**src/rtl/mac_serial_engine.sv**
```systemverilog
// Bit-serial multiply-accumulate engine with a shift-add multiplier.
// Define MAC_SATURATE_EN to clamp the accumulator on overflow.
module mac_serial_engine #(
    parameter int WIDTH     = 16,
    parameter int ACC_WIDTH = 32,
    parameter int SIGNED    = 0
) (
    input  logic       clk,
    input  logic       reset,
    input  logic [1:0] cmd,
    input  logic       bit_en,
    input  logic       din,
    output logic       dout,
    output logic       busy,
    output logic       done,
    output logic       ovf,
    output logic       cmd_err
);

    localparam int PW = 2 * WIDTH;
    localparam int CW = $clog2(WIDTH + 1);

    typedef enum logic [1:0] {
        IDLE,
        MUL,
        ACC
    } state_t;

    state_t               state;
    logic [WIDTH-1:0]     a;
    logic [WIDTH-1:0]     b;
    logic [WIDTH-1:0]     mplier;
    logic [PW-1:0]        mcand;
    logic [PW-1:0]        prod;
    logic                 neg;
    logic [CW-1:0]        cnt;
    logic [ACC_WIDTH-1:0] acc;

    logic [PW-1:0]        prod_s;
    logic                 ext;
    logic [ACC_WIDTH-1:0] pext;
    logic [ACC_WIDTH:0]   sum;
    logic                 ovf_now;
    logic [ACC_WIDTH-1:0] acc_next;

    assign dout = acc[ACC_WIDTH-1];

    // Magnitude of an operand; the most negative value maps to 2^(WIDTH-1).
    function automatic logic [WIDTH-1:0] mag(input logic [WIDTH-1:0] x);
        if (SIGNED != 0 && x[WIDTH-1])
            return -x;
        return x;
    endfunction

    always_comb begin
        prod_s = neg ? -prod : prod;
        ext    = (SIGNED != 0) & prod_s[PW-1];
        pext   = {ACC_WIDTH{ext}};
        pext[PW-1:0] = prod_s;
        sum    = {1'b0, acc} + {1'b0, pext};
        if (SIGNED != 0)
            ovf_now = (acc[ACC_WIDTH-1] == pext[ACC_WIDTH-1]) &&
                      (sum[ACC_WIDTH-1] != acc[ACC_WIDTH-1]);
        else
            ovf_now = sum[ACC_WIDTH];
`ifdef MAC_SATURATE_EN
        if (!ovf_now)
            acc_next = sum[ACC_WIDTH-1:0];
        else if (SIGNED == 0)
            acc_next = '1;
        else if (acc[ACC_WIDTH-1])
            acc_next = {1'b1, {(ACC_WIDTH-1){1'b0}}};
        else
            acc_next = {1'b0, {(ACC_WIDTH-1){1'b1}}};
`else
        acc_next = sum[ACC_WIDTH-1:0];
`endif
    end

    always_ff @(posedge clk) begin
        if (!reset) begin
            state   <= IDLE;
            a       <= '0;
            b       <= '0;
            mplier  <= '0;
            mcand   <= '0;
            prod    <= '0;
            neg     <= 1'b0;
            cnt     <= '0;
            acc     <= '0;
            busy    <= 1'b0;
            done    <= 1'b0;
            ovf     <= 1'b0;
            cmd_err <= 1'b0;
        end else begin
            done <= 1'b0;
            if (bit_en && state != IDLE)
                cmd_err <= 1'b1;
            unique case (state)
                IDLE: begin
                    if (bit_en) begin
                        unique case (cmd)
                            2'b00: begin
                                acc     <= '0;
                                a       <= '0;
                                b       <= '0;
                                ovf     <= 1'b0;
                                cmd_err <= 1'b0;
                            end
                            2'b01: begin
                                b <= {b[WIDTH-2:0], a[WIDTH-1]};
                                a <= {a[WIDTH-2:0], din};
                            end
                            2'b10: begin
                                mcand  <= PW'(mag(a));
                                mplier <= mag(b);
                                prod   <= '0;
                                neg    <= (SIGNED != 0) &&
                                          (a[WIDTH-1] ^ b[WIDTH-1]);
                                cnt    <= CW'(WIDTH);
                                busy   <= 1'b1;
                                state  <= MUL;
                            end
                            2'b11: begin
                                acc <= {acc[ACC_WIDTH-2:0], acc[ACC_WIDTH-1]};
                            end
                        endcase
                    end
                end
                MUL: begin
                    if (mplier[0])
                        prod <= prod + mcand;
                    mcand  <= mcand << 1;
                    mplier <= mplier >> 1;
                    cnt    <= cnt - CW'(1);
                    // done is registered so it is high for the whole ACC cycle
                    if (cnt == CW'(1)) begin
                        state <= ACC;
                        done  <= 1'b1;
                    end
                end
                ACC: begin
                    acc   <= acc_next;
                    if (ovf_now)
                        ovf <= 1'b1;
                    busy  <= 1'b0;
                    state <= IDLE;
                end
                default: begin
                    state <= IDLE;
                    busy  <= 1'b0;
                end
            endcase
        end
    end

endmodule

```
**config.mk**
```make
export PLATFORM = sky130hd
export DESIGN_NAME = mac_serial_engine
export DESIGN_NICKNAME = d
export VERILOG_FILES = /design/src/rtl/mac_serial_engine.sv
export SDC_FILE = /design/constraint.sdc
export NUM_CORES = 1
export LEC_CHECK = 0
export CAP_MARGIN = 20
export CORE_MARGIN = 10
export CORE_UTILIZATION = 58
export DETAILED_ROUTE_END_ITERATION = 10
export GPL_ROUTABILITY_DRIVEN = 0
export PLACE_DENSITY = 0.77
export SYNTH_ARGS = -nofsm -noshare
export SYNTH_HDL_FRONTEND = slang
export SYNTH_SLANG_ARGS = --single-unit
```
**constraint.sdc**
```tcl
create_clock -name clk -period 2.8 [get_ports clk]
set_clock_uncertainty 0.1 [all_clocks]
set_input_delay 0.28 -clock clk [delete_from_list [all_inputs] [get_ports clk]]
set_output_delay 0.28 -clock clk [all_outputs]
set_load 0.05 [all_outputs]
```
==> results by group <==
Route
  • Vias: 9218
  • Final wirelength: 25.51 mm
  • Average wire per standard cell: 17.16 µm
  • DRC: 0
  • 1st-iter DRT viols: 783
  • Vias/cell: 6.199
  • Antenna viol nets, final: 0
  • Drt pass-1 iters: 6

Floorplan
  • I/O Pins: 11
  • Die width: 148.6 µm
  • Initial Util: 0.5972
  • DIE AREA: 22080 µm²
  • Cell Rows: 46
  • Die Y: 148.6 µm
  • Core area: 16060 µm²

Synth
  • Yosys cell types: 61
  • Post-synth net total: 1290
  • Post-Synth Simple-Gate Area: 0.2343
  • Synth async-reset ratio: 0
  • Synthesized area: 9589 µm²
  • Synth Instances: 1217
  • Synth Area in Compound Gates: 0.2659
  • Post-Synth Adder-Cell Area: 0.08899
  • Seq cells post-synth: 155
  • Mux cell area share after synthesis: 0.001044
  • Mean post-synth cell area: 7.879 µm²
  • Main combinational cell family by area after synthesis: compound AO/OA/AOI/OAI gates
  • Post-synth EDFFs: 0
  • Seq/Total Area, Yosys: 0.3236
  • Top_reg_cell synth: dfxtp_1
  • XOR/XNOR Fraction of Synth Area: 0.04932
  • Yosys warnings: 0

Power and ir drop
  • Clock Power Share: 0.454
  • Switching power: 1.443 mW
  • Combinational share of power: 0.101
  • Internal power: 3.784 mW
  • Pwr Density: 457.9 nW/µm²
  • VDD IR-drop max: 457.9 µV
  • Sw frac: 0.2761
  • Seq pwr share: 0.445
  • Pleak: 4.956 nW
  • Total power: 5.228 mW

Global routing
  • First-pass GRT wire length: 40.89 mm
  • Gr ovfl total: 0
  • Total track usage: 0.2209
  • Vias in the first global route: 8401
  • Largest net degree at the start of global routing: 62
  • Initial antenna violation count: 0

Clock network
  • # clock sinks: 155
  • # H-tree levels: 4
  • CTS Buffer Depth: 2
  • CTS buffer count: 17
  • Worst-path clk slew: 70 ps
  • Later-pin clock latency in the skew report: 440 ps
  • Clock root cell: clkbuf_16
  • CTS tree: built

Worst setup path
  • Worst setup EP type: flip-flop
  • Startpoint types: flip-flop
  • Cells along the critical path: ha_4 -> fa_2 -> a211oi_2 -> o21a_1 -> nor3_2 -> o41a_1 -> o41a_1 -> a21oi_2 -> o31ai_2 -> a2111o_1 -> nand3_1
  • CP most frequent cell: o41a_1
  • Req. time, crit path: 3080 ps
  • Setup Crit Path Kind: flip-flop to flip-flop
  • Slowest stage delay, CP: 400 ps
  • CP arrival: 3250 ps
  • Crit Path Max Fanout: 2
  • CP max-delay cell: o41a_1

Timing
  • Max-Slew Margin vs Limit: 0.5084
  • Endpoints failing setup: 10
  • Max Slew Vio Count: 0
  • Period Utilization, post-route: 1.060
  • RSZ-0062 raised after global routing: yes
  • Fmax: 337.1 MHz
  • Tightest hold margin: 164.7 ps
  • Setup TNS Final: -778.9 ps
  • Worst Slack Setup Final: -166.9 ps
  • Final Critical Period: 2967 ps
  • Worst Tran Pin Value: 737.4 ps
  • Final hold violation count: 0

Cells and area
  • Most frequent cells in the layout: nand2_1, dfxtp_1, nand3_1
  • Area grow syn2layout: 19.05%
  • Non-Filler Instances: 1487
  • N_diodes: 0
  • Commonest non-fill, non-tap cell in the layout: nand2_1
  • Fin area: 11420 µm²
  • Fin nets: 1331
  • Final core utilization: 0.7109
  • Share of layout cells above drive strength 1: 0.1566

Run
  • Max-capacitance violation count: 0

Placed design
  • Post-Place Cells: 1435
  • Placed instance area: 10260 µm²
  • Post-DP HPWL: 16.60 mm
  • Dpl ws: -320.1 ps
  • Port bufs: 10

Min path
  • Hold/Removal Path Class: primary input to flip-flop

Status
  • Status: complete, but fails checks
  • Failing checks: setup timing
==> what timing repair did <==
action	CTS	global route
gates resized for setup	26	57
buffers inserted	8	14
setup endpoints to repair	15	29
hold buffers	0	0
pin swaps	25	40
endpoints found under the hold margin	0	0
==> Yosys cell counts, drive strengths merged, types with 13 or more instances <==
| cell type | instances | area (µm²) |
|---|---|---|
| inv | 15 | 56.30 |
| o21a | 13 | 97.59 |
| a21o | 37 | 277.8 |
| a21boi | 37 | 277.8 |
| clkbuf | 78 | 292.8 |
| nand3 | 90 | 450.4 |
| a21oi | 65 | 329.1 |
| xnor2 | 34 | 297.8 |
| o211a | 32 | 320.3 |
| a221oi | 19 | 166.4 |
| ha | 65 | 813.3 |
| nor2 | 68 | 255.2 |
| xor2 | 20 | 175.2 |
| a31oi | 13 | 81.33 |
| nand2 | 196 | 735.7 |
| and3 | 14 | 87.58 |
| dfxtp | 155 | 3103 |
| nor2b | 43 | 269.0 |
| a22oi | 26 | 195.2 |
| o21ai | 67 | 335.3 |
==> worst paths after layout <==
check | start | end | slack [ps] | cells after the start
worst max-delay path | prod[0] | prod[28] | -170 | 11
worst min-delay path | reset | acc[22] | 160 | 3
worst max register to register | prod[0] | prod[28] | -170 | 11
worst min register to register | b[15] | b[15] | 370 | 2
==> area by class of cell <==
type                       instances  area (µm²)
fill                            1198        4642
tap                              216       270.3
clock buffer                      18       439.2
sequential                       155        3110
clock inverter                    14       163.9
multi-input combinational        968        6528
timing repair buffer             101       848.3
inverter                          15       56.30
==> routing by layer <==
layer / up-vias / GRT usage / wire (µm)
li1: 4482 / - / -
met1: 4335 / 0.2959 / 11490
met2: 345 / 0.3458 / 11480
met3: 56 / 0.04339 / 1898
met4: 0 / 0.07681 / 637
met5: - / 0 / 0
==> registers in the layout, indices dropped and copies added, names as in the netlist <==
name / flops
prod: 32
mplier: 16
busy: 1
a: 16
b: 16
cmd_err: 1
state: 2
acc: 32
mcand: 32
ovf: 1
done: 1
cnt: 5
==> cells by family (layout without fill, tap and decap cells) <==
group	Yosys count	count (layout)
xor gates and xnor gates	54	54
muxes	1	1
adders and majority gates	67	67
buffers and inverters	94	148
DFF	155	155
AOI/OAI and AO/OA	365	365
and+or+nand+nor	481	481
==> power by group through the flow <==
stage / sequential, mW / clock, mW / combinational [mW]
CTS: 2.32 / 2.41 / 0.507
floorplan: 2.36 / 0 / 0.349
finish: 2.33 / 2.38 / 0.526
global placement: 2.37 / 0 / 0.493
detailed placement: 2.37 / 0 / 0.501
global route: 2.33 / 2.51 / 0.575
==> worst max-delay path, delay by kind of cell, from the launching register on <==
family / cells / cell delay [ps]
simple gates: 2 / 130
fa+ha+maj: 2 / 510
flops: 1 / 340
compound gates: 7 / 1840
Note: power is estimated with default switching activity, not from simulation.
